===== src/rtl/ddr2_rw_scheduler.sv =====
`default_nettype none
// ============================================================================
// Module   : ddr2_rw_scheduler
// Brief    : Round-robin write/read burst sequencer for the DDR2 address path.
// Revision : 1.0 - initial release
// ============================================================================
module ddr2_rw_scheduler #(
    parameter int WRITE_BURST  = 8,
    parameter int DEPTH_BURSTS = 4096,
    parameter int CNT_WIDTH    = 13
) (
    input  logic                 sys_clk,
    input  logic                 reset,
    input  logic                 phy_init_done,
    input  logic                 wr_req,
    input  logic                 rd_req,
    input  logic                 af_afull,
    input  logic                 wdf_afull,
    output logic                 wr_addr_en,
    output logic                 rd_addr_en,
    output logic                 wdf_wren,
    output logic                 wdf_first,
    output logic                 wr_ack,
    output logic                 rd_ack,
    output logic [CNT_WIDTH-1:0] fill_count,
    output logic                 full,
    output logic                 empty,
    output logic                 busy
);

    localparam int WDF_BEATS = WRITE_BURST / 2;
    localparam int BEAT_W    = $clog2(WDF_BEATS);
    localparam logic [BEAT_W-1:0]    c_LAST_BEAT = BEAT_W'(WDF_BEATS - 1);
    localparam logic [CNT_WIDTH-1:0] c_DEPTH     = CNT_WIDTH'(DEPTH_BURSTS);
    localparam logic [CNT_WIDTH-1:0] c_ONE       = CNT_WIDTH'(1);

    typedef enum logic [2:0] {
        S_INIT    = 3'd0,
        S_IDLE    = 3'd1,
        S_WR_BEAT = 3'd2,
        S_RD_CMD  = 3'd3,
        S_GAP     = 3'd4
    } state_t;

    state_t              r_state;
    logic [BEAT_W-1:0]   r_beat;
    logic                r_last_grant_wr;

    logic                w_wr_elig;
    logic                w_rd_elig;
    logic                w_grant_wr;
    logic                w_grant_rd;
    logic [CNT_WIDTH-1:0] w_fill_inc;
    logic [CNT_WIDTH-1:0] w_fill_dec;

    assign w_wr_elig  = wr_req & ~full & ~af_afull & ~wdf_afull;
    assign w_rd_elig  = rd_req & ~empty & ~af_afull;
    // On contention the side that did not win last time gets the slot.
    assign w_grant_wr = w_wr_elig & (~w_rd_elig | ~r_last_grant_wr);
    assign w_grant_rd = w_rd_elig & (~w_wr_elig |  r_last_grant_wr);
    assign w_fill_inc = fill_count + c_ONE;
    assign w_fill_dec = fill_count - c_ONE;

    always_ff @(posedge sys_clk) begin
        if (reset) begin
            r_state         <= S_INIT;
            r_beat          <= '0;
            r_last_grant_wr <= 1'b0;
            wr_addr_en      <= 1'b0;
            rd_addr_en      <= 1'b0;
            wdf_wren        <= 1'b0;
            wdf_first       <= 1'b0;
            wr_ack          <= 1'b0;
            rd_ack          <= 1'b0;
            fill_count      <= '0;
            full            <= 1'b0;
            empty           <= 1'b1;
            busy            <= 1'b0;
        end else begin
            wr_addr_en <= 1'b0;
            rd_addr_en <= 1'b0;
            wdf_wren   <= 1'b0;
            wdf_first  <= 1'b0;
            wr_ack     <= 1'b0;
            rd_ack     <= 1'b0;
            busy       <= 1'b1;
            case (r_state)
                S_INIT: begin
                    if (phy_init_done) begin
                        r_state <= S_IDLE;
                        busy    <= 1'b0;
                    end
                end
                S_IDLE: begin
                    if (!phy_init_done) begin
                        r_state <= S_INIT;
                    end else if (w_grant_wr) begin
                        r_state         <= S_WR_BEAT;
                        r_beat          <= '0;
                        r_last_grant_wr <= 1'b1;
                        wdf_wren        <= 1'b1;
                        wdf_first       <= 1'b1;
                        wr_addr_en      <= 1'b1;
                        wr_ack          <= 1'b1;
                        fill_count      <= w_fill_inc;
                        full            <= (w_fill_inc == c_DEPTH);
                        empty           <= 1'b0;
                    end else if (w_grant_rd) begin
                        r_state         <= S_RD_CMD;
                        r_last_grant_wr <= 1'b0;
                        rd_addr_en      <= 1'b1;
                        rd_ack          <= 1'b1;
                        fill_count      <= w_fill_dec;
                        full            <= 1'b0;
                        empty           <= (w_fill_dec == '0);
                    end else begin
                        busy <= 1'b0;
                    end
                end
                S_WR_BEAT: begin
                    // Burst always runs to completion; wdf_afull is not re-sampled here.
                    if (r_beat == c_LAST_BEAT) begin
                        r_state <= S_GAP;
                        r_beat  <= '0;
                    end else begin
                        r_beat   <= r_beat + BEAT_W'(1);
                        wdf_wren <= 1'b1;
                    end
                end
                S_RD_CMD: begin
                    r_state <= S_GAP;
                end
                S_GAP: begin
                    if (phy_init_done) begin
                        r_state <= S_IDLE;
                        busy    <= 1'b0;
                    end else begin
                        r_state <= S_INIT;
                    end
                end
                default: begin
                    r_state <= S_INIT;
                end
            endcase
        end
    end

endmodule
`default_nettype wire


===== config.mk =====
export PLATFORM = sky130hd
export DESIGN_NAME = ddr2_rw_scheduler
export DESIGN_NICKNAME = d
export VERILOG_FILES = /design/src/rtl/ddr2_rw_scheduler.sv
export SDC_FILE = /design/constraint.sdc
export NUM_CORES = 1
export LEC_CHECK = 0
export ABC_AREA = 1
export CAP_MARGIN = 20
export CORE_ASPECT_RATIO = 0.6
export CORE_MARGIN = 2
export CORE_UTILIZATION = 50
export DETAILED_ROUTE_END_ITERATION = 16
export PLACE_DENSITY_LB_ADDON = 0.2
export SYNTH_ARGS = -nofsm -noshare
export SYNTH_HDL_FRONTEND = slang
export SYNTH_SLANG_ARGS = --single-unit
export TNS_END_PERCENT = 30

===== constraint.sdc =====
create_clock -name sys_clk -period 2.2 [get_ports sys_clk]
set_input_delay 0.22 -clock sys_clk [delete_from_list [all_inputs] [get_ports sys_clk]]
set_output_delay 0.22 -clock sys_clk [all_outputs]
set_load 0.05 [all_outputs]

# Word level (Yosys, flattened, before mapping)
# Cells that the tools add are included.
# totals
reg_bits,25
word_cells,79
# op_classes
addsub,3
eq_ne,11
n_mux,27
bitwise_logic,18
reduce_logical,10
# op_table
op,count
13-bit two-way mux,2
3-bit two-way mux,5
3-bit one-hot mux with 5 select lines,1
"13-bit by 1-bit adder with 13-bit output, second input constant",1
"13-bit equality test, second input constant",1
13-bit logical NOT,1
1-bit two-way mux,13
"13-bit by 1-bit subtractor with 13-bit output, second input constant",1
1-bit inverter,9
3-bit AND reduction,3
"2-bit != test, second input constant",4
1-bit AND,7
"3-bit by 2-bit equality test with 1-bit output, second input constant",2
2-bit two-way mux,3
"4-bit != test, second input constant",1
1-bit one-hot mux with 2 select lines,2
2-bit one-hot mux with 2 select lines,1
2-bit nonzero test,2
2-bit OR reduction,2
4-bit OR reduction,1
"3-bit by 1-bit equality test with 1-bit output, second input constant",1
"3-bit equality test, second input constant",1
3-bit logical NOT,1
"2-bit by 1-bit adder with 2-bit output, second input constant",1
other kinds (2),3

# Longest topological paths before layout
# Gate-level depths: netlist of the first run.
# logic_depth
word_depth,11
mapped_depth,11

# Worst setup path after synthesis of the first run
# OpenSTA, ideal clock, no wires.
# synth_timing
path_type,register to register
from,register fill_count[0]
to,register empty
arrival_ps,1724
required_time_ps,2085
path_slack_ps,361
stages_incl_launch_ff,10
synth_period_minus_slack_ps,1839
path_cell_list,dfxtp_1 > inv_1 > ha_1 > nand3_2 > nor2_4 > nand2_1 > xor2_1 > nor2_1 > nand3_1 > nand2_1
# synth_between
elab_chain_cells,4
# synth_lines
element,line_no,text
start: declaration,25,"output logic [CNT_WIDTH-1:0] fill_count,"
start signal: assignment,105,fill_count <= w_fill_inc;
start signal: assignment,113,fill_count <= w_fill_dec;
13-bit by 1-bit subtractor with 13-bit output,62,assign w_fill_dec = fill_count - c_ONE;
13-bit logical NOT,115,empty <= (w_fill_dec == '0);
1-bit two-way mux,108,end else if (w_grant_rd) begin
1-bit two-way mux,97,end else if (w_grant_wr) begin
end signal: assignment,115,
end: declaration,27,"output logic empty,"
# No other way between the ends. The select of a mux whose other input is x is not followed.
# A chain may end at the register's enable or synchronous reset.

# Final worst setup path of the first run
# layout_timing
from,register fill_count[2]
to,output fill_count[2]
# No word-level cell between the ends.

==> summary.txt, run 1 <==
Drt total wl: 4330 µm
Setup TNS: 0 ns
Max-cap violations: 0
Initial antenna violation count: 0
Peak supply drop: 320 µV
Setup CP Type: reg -> out
Crit path DAT: 1.63 ns
Post-synthesis cell type count: 27
Max frequency: 542 MHz
Critical Path Slowest Stage Cell: clkdlybuf4s50_1
RSZ-0062 raised after global routing: no
Final HPWL DP: 3400 µm
Post-synthesis register bit count: 25
Hold Buf Count CTS: 0
Relative slew margins: 0.667
Area of the multi-input gates: 1000 µm²
Antenna diode count: 0
Largest Register: fill_count
Area leader, netlist: dfxtp_1
Cell Pwr Density: 451 nW/µm²
Htree depth: 1
Vias in the first global route: 1383
# DRC: 0
GRT Overall Usage: 0.233
First drt pass iteration count: 6
Wire per inst: 12.6 µm
First-pass GRT wire length: 6930 µm
CTS resizes: 0
Post-Syn Area per Cell: 6.25 µm²
Die Y: 49.2 µm
Nets@finish: 310
Hold Path Class: reg -> reg
Reg area: 500 µm²
CTS tree: built
Remaining antenna violation count: 0
Slew @ Worst Pin: 0.498 ns
Initial Util: 0.521
CP endpoint kind: output pin
Required @ worst endpoint: 1.98 ns
# placed instances: 339
Design Area, Final: 2050 µm²
CP Max Fanout: 8
RePlAce Congestion: 0.914
Fillers: 306
Drt initial violations: 170
Port bufs: 28
Die X: 79.3 µm
Leakage dissipation: 0.928 nW
Area Overhead vs Synth: 20.8%
Root Driver: clkbuf_8
I/O pin cnt: 29
Layout Cells excl Fill: 343
EDFF count, synth: 0
Setup bufs post-CTS: 0
Buf+Inv Stages, Crit Path: 1
Top-area cell type share of the netlist area: 0.294
Largest net degree at the start of global routing: 15
Core area: 3260 µm²
Yosys warns: 0
Cell Area, Synth: 1700 µm²
Row count: 16
Clock transition at the registers of the reported paths: 0.09 ns
Syn_nets: 283
Layout cells sized above 1: 0.0537
Top Registers: fill_count: 13 flops, r_state: 3 flops, r_beat: 2 flops
Ys async rst share: 0
Largest register FFs: 13
Routed vias/inst: 5.32
Vias: 1826
Inserted Clock Buffers: 3
Max clock buf depth: 2
Hold Violations, Final: 0
Crit path cell chain: clkdlybuf4s50_1
Gate Count Post-Synth: 272
Placed Area: 2010 µm²
Setup violations, final: 0
Final worst path period need: 1.85 ns
Sequential share of the synthesized area: 0.294
Status: completed
Top delay family on crit path: buffers and inverters
Max incr delay on CP: 0.86 ns
Fin crit share: 0.839
Dominant synthesized flop cell: dfxtp_1
Worst setup SP type: flip-flop
Clk_skew: 0.00748 ns
Max Slew Vio Count: 0
Clk sinks: 25
Clk_lat worst skew: 0.27 ns
Overflow after GRT: 0
Total die area: 3900 µm²
Top post-synthesis cells by area: dfxtp_1, nand2_1, inv_1
## worst paths after layout
kind | start | cells after the start | to | slack (ns)
worst max-delay path | fill_count[2]$_SDFFE_PP0P_ | 1 | fill_count[2] | 0.35
worst min-delay path | r_beat[0]$_SDFFE_PP0P_ | 1 | r_beat[0]$_SDFFE_PP0P_ | 0.47
worst max register to register | fill_count[1]$_SDFFE_PP0P_ | 11 | full$_SDFFE_PP0P_ | 0.47
worst min register to register | r_beat[0]$_SDFFE_PP0P_ | 1 | r_beat[0]$_SDFFE_PP0P_ | 0.47
## where the power goes
| group | switching (mW) | total, mW | internal (mW) |
|---|---|---|---|
| combinational | 0.119 | 0.181 | 0.0620 |
| sequential | 0.0107 | 0.473 | 0.462 |
| clock | 0.144 | 0.273 | 0.130 |
| total | 0.273 | 0.927 | 0.653 |
## Yosys cell counts, drive strengths merged (2+ instances only)
cell type / count
a21oi: 19
xor2: 7
nand4: 4
o211ai: 6
ha: 4
nor3: 2
nand3: 27
a31oi: 2
nand2: 68
xnor2: 2
o21ai: 17
buf: 8
dfxtp: 25
inv: 37
clkbuf: 2
nor2: 38
## cells in the final DEF (no fill, tap or decap)
master and n:
nor3_2 1, a21oi_1 19, nor4_1 1, a311oi_1 1
nor2_2 2, inv_2 1, buf_4 4, dfxtp_1 25
a31oi_1 2, nor3_1 1, nand4_1 4, inv_1 36
xnor2_1 2, xor2_1 7, clkbuf_8 3, a31o_2 1
ha_1 4, clkdlybuf4s50_1 28, nor2_1 33, a211oi_1 1
nand2_1 68, o21ai_1 2, nand3_1 26, clkbuf_1 1
o21ai_0 15, o211ai_1 6, nand3_2 1, nor2_4 3
## kinds of logic after synthesis
family | Yosys count | synth area share
DFF | 25 | 0.294
AOI/OAI and AO/OA | 47 | 0.155
xor gates and xnor gates | 9 | 0.0464
buffers and inverters | 47 | 0.116
and+or+nand+nor | 140 | 0.360
adders and majority gates | 4 | 0.0294
## worst register-to-register path, delay by kind of cell (launching register included)
kind,cells,cell delay (ns)
fa+ha+maj,1,0.26
compound gates,1,0.12
flops,1,0.45
simple gates,9,0.82
## stage by stage
step           utilization  setup slack, ns  total power, mW  hold WS (ns)
3_3_place_gp         0.616            0.394            0.660         0.451
3_5_place_dp         0.616            0.299            0.660         0.454
6_report             0.630            0.355            0.927         0.465
2_1_floorplan            -            0.361            0.606         0.297
5_1_grt              0.630            0.283            0.969         0.489
4_1_cts              0.630            0.356            0.929         0.467
## layout make-up
| type | count | area share |
|---|---|---|
| Clock buffer | 4 | 0.0219 |
| Inverter | 37 | 0.0676 |
| Multi-Input combinational cell | 200 | 0.488 |
| Sequential cell | 25 | 0.244 |
| Tap cell | 45 | 0.0274 |
| Timing Repair Buffer | 32 | 0.151 |
## routing by layer
layer / up-vias / part of all wire / GRT usage / wire length (µm)
met2: 100 / 0.35 / 0.267 / 1520
met1: 788 / 0.53 / 0.405 / 2280
met3: 4 / 0.12 / 0.0741 / 519
met5: - / 0 / 0 / 0
li1: 934 / - / - / -
met4: 0 / 0.0037 / 0.0259 / 16
No activity file was read; power rests on OpenSTA's default activity.
==> run 2, diff against run 1 <==
Settings changed: CORE_UTILIZATION 50 to 48.
Clock period 2.2 ns to 1.49 ns, I/O delays scaled along.
==> summary.txt, run 2 (synthesis results as in run 1) <==
Status: finished with violations
Failing checks: negative setup slack
Initial Util: 0.512
Vias: 1952
Hold Violations, Final: 0
Relative slew margins: 0.832
Row count: 16
Largest register FFs: 13
Hold path depth: 1
CP endpoint kind: flip-flop
Nets@finish: 334
Clock transition at the registers of the reported paths: 0.10 ns
Total die area: 4050 µm²
I/O pin cnt: 29
CTS tree: built
Drt total wl: 4910 µm
Final setup margin: -0.0570 ns
Final HPWL DP: 3790 µm
Die Y: 50.1 µm
Design Area, Final: 2340 µm²
First-pass GRT wire length: 7900 µm
Top Registers: fill_count: 13 flops, r_state: 3 flops, r_beat: 2 flops
Most common cell after layout, fill and taps aside: nand2_1
Setup bufs post-CTS: 0
Fillers: 287
Place WS: -0.217 ns
Setup CP Type: reg -> reg
Root Driver: clkbuf_8
GRT Overall Usage: 0.252
Peak supply drop: 443 µV
R2R setup slack: -0.06 ns
Wire per inst: 13.4 µm
Final worst path period need: 1.55 ns
RePlAce Congestion: 0.917
# DRC: 0
Max frequency: 646 MHz
Max Slew Vio Count: 0
Clk_lat worst skew: 0.28 ns
Area Overhead vs Synth: 37.5%
RSZ-0062 raised after global routing: yes
Die X: 80.8 µm
Slew @ Worst Pin: 0.252 ns
Vias in the first global route: 1670
Largest Register: fill_count
Routed vias/inst: 5.32
Required @ worst endpoint: 1.72 ns
Htree depth: 1
Fin crit share: 1.04
Crit path DAT: 1.78 ns
Layout cells sized above 1: 0.298
Max-cap violations: 0
Overflow after GRT: 0
Clk sinks: 25
Most frequent cells in the layout: nand2_1, buf_4, inv_1, nor2_1, nand3_1
Max clock buf depth: 2
Port bufs: 28
Worst setup SP type: flip-flop
Setup violations, final: 3
Remaining antenna violation count: 0
Power, Total: 1.42 mW
Largest net degree at the start of global routing: 15
Inserted Clock Buffers: 3
Cell Pwr Density: 605 nW/µm²
Drt initial violations: 134
Antenna diode count: 0
CP Max Fanout: 4
Placed Area: 2190 µm²
Core area: 3320 µm²
Clk_skew: 0.0165 ns
Reg2reg path depth: 11
First drt pass iteration count: 5
Leakage dissipation: 1.13 nW
Hold Path Class: reg -> reg
Initial antenna violation count: 0
[run 2: metal layers]
metal / GRT usage / vias up / part of all wire
met5: 0 / - / 0
met4: 0.0339 / 0 / 0.0029
met3: 0.0458 / 4 / 0.10
met2: 0.347 / 95 / 0.39
met1: 0.408 / 877 / 0.50
li1: - / 976 / -
[run 2: repair_timing]
action	in CTS	in global routing
hold buffers	0	0
pin swaps	9	4
cloned	0	0
resized for setup	14	14
setup endpoints to repair	6	12
[run 2: final timing paths]
check | from | endpoint
max | fill_count[0]$_SDFFE_PP0P_ | empty$_SDFFE_PP1P_
min | r_beat[0]$_SDFFE_PP0P_ | r_beat[0]$_SDFFE_PP0P_
max reg2reg | fill_count[0]$_SDFFE_PP0P_ | empty$_SDFFE_PP1P_
min reg2reg | r_beat[0]$_SDFFE_PP0P_ | r_beat[0]$_SDFFE_PP0P_
[run 2: worst max-delay path: stages, from the launching register on]
cell and delay, ns:
dfxtp_4 0.38, inv_4 0.07, ha_4 0.15, nand3_2 0.10, buf_4 0.16, nand2_1 0.05, nand3_1 0.10, nor2_1 0.12
nand2_1 0.07, nor2_1 0.09, nand3_1 0.12, nand2_1 0.08
[run 2: per-stage QoR]
step	std cells	TNS, ns	util	hold WS (ns)
after floorplan	272	0	-	0.226
after global placement	363	-1.75	0.658	0.446
after detailed placement	363	-2.62	0.658	0.451
after CTS	367	-0.0396	0.688	0.463
after global routing	367	-0.657	0.704	0.484
final	367	-0.132	0.704	0.459
[run 2: area by class of cell]
type                       instances  area, µm²  area share
clock buffer                       3       41.3      0.0177
clock inverter                     1       5.00     0.00214
inverter                          37        141      0.0605
multi-input combinational        200       1110       0.474
sequential                        25        527       0.225
tap                               45       56.3      0.0241
timing repair buffer              56        460       0.197
[run 2: report_power, final]
part / internal [mW] / leakage [nW] / switching [mW] / total (mW)
registers: 0.677 / 0.209 / 0.0165 / 0.694
clock network: 0.188 / 0.0255 / 0.225 / 0.412
logic: 0.118 / 0.899 / 0.192 / 0.310
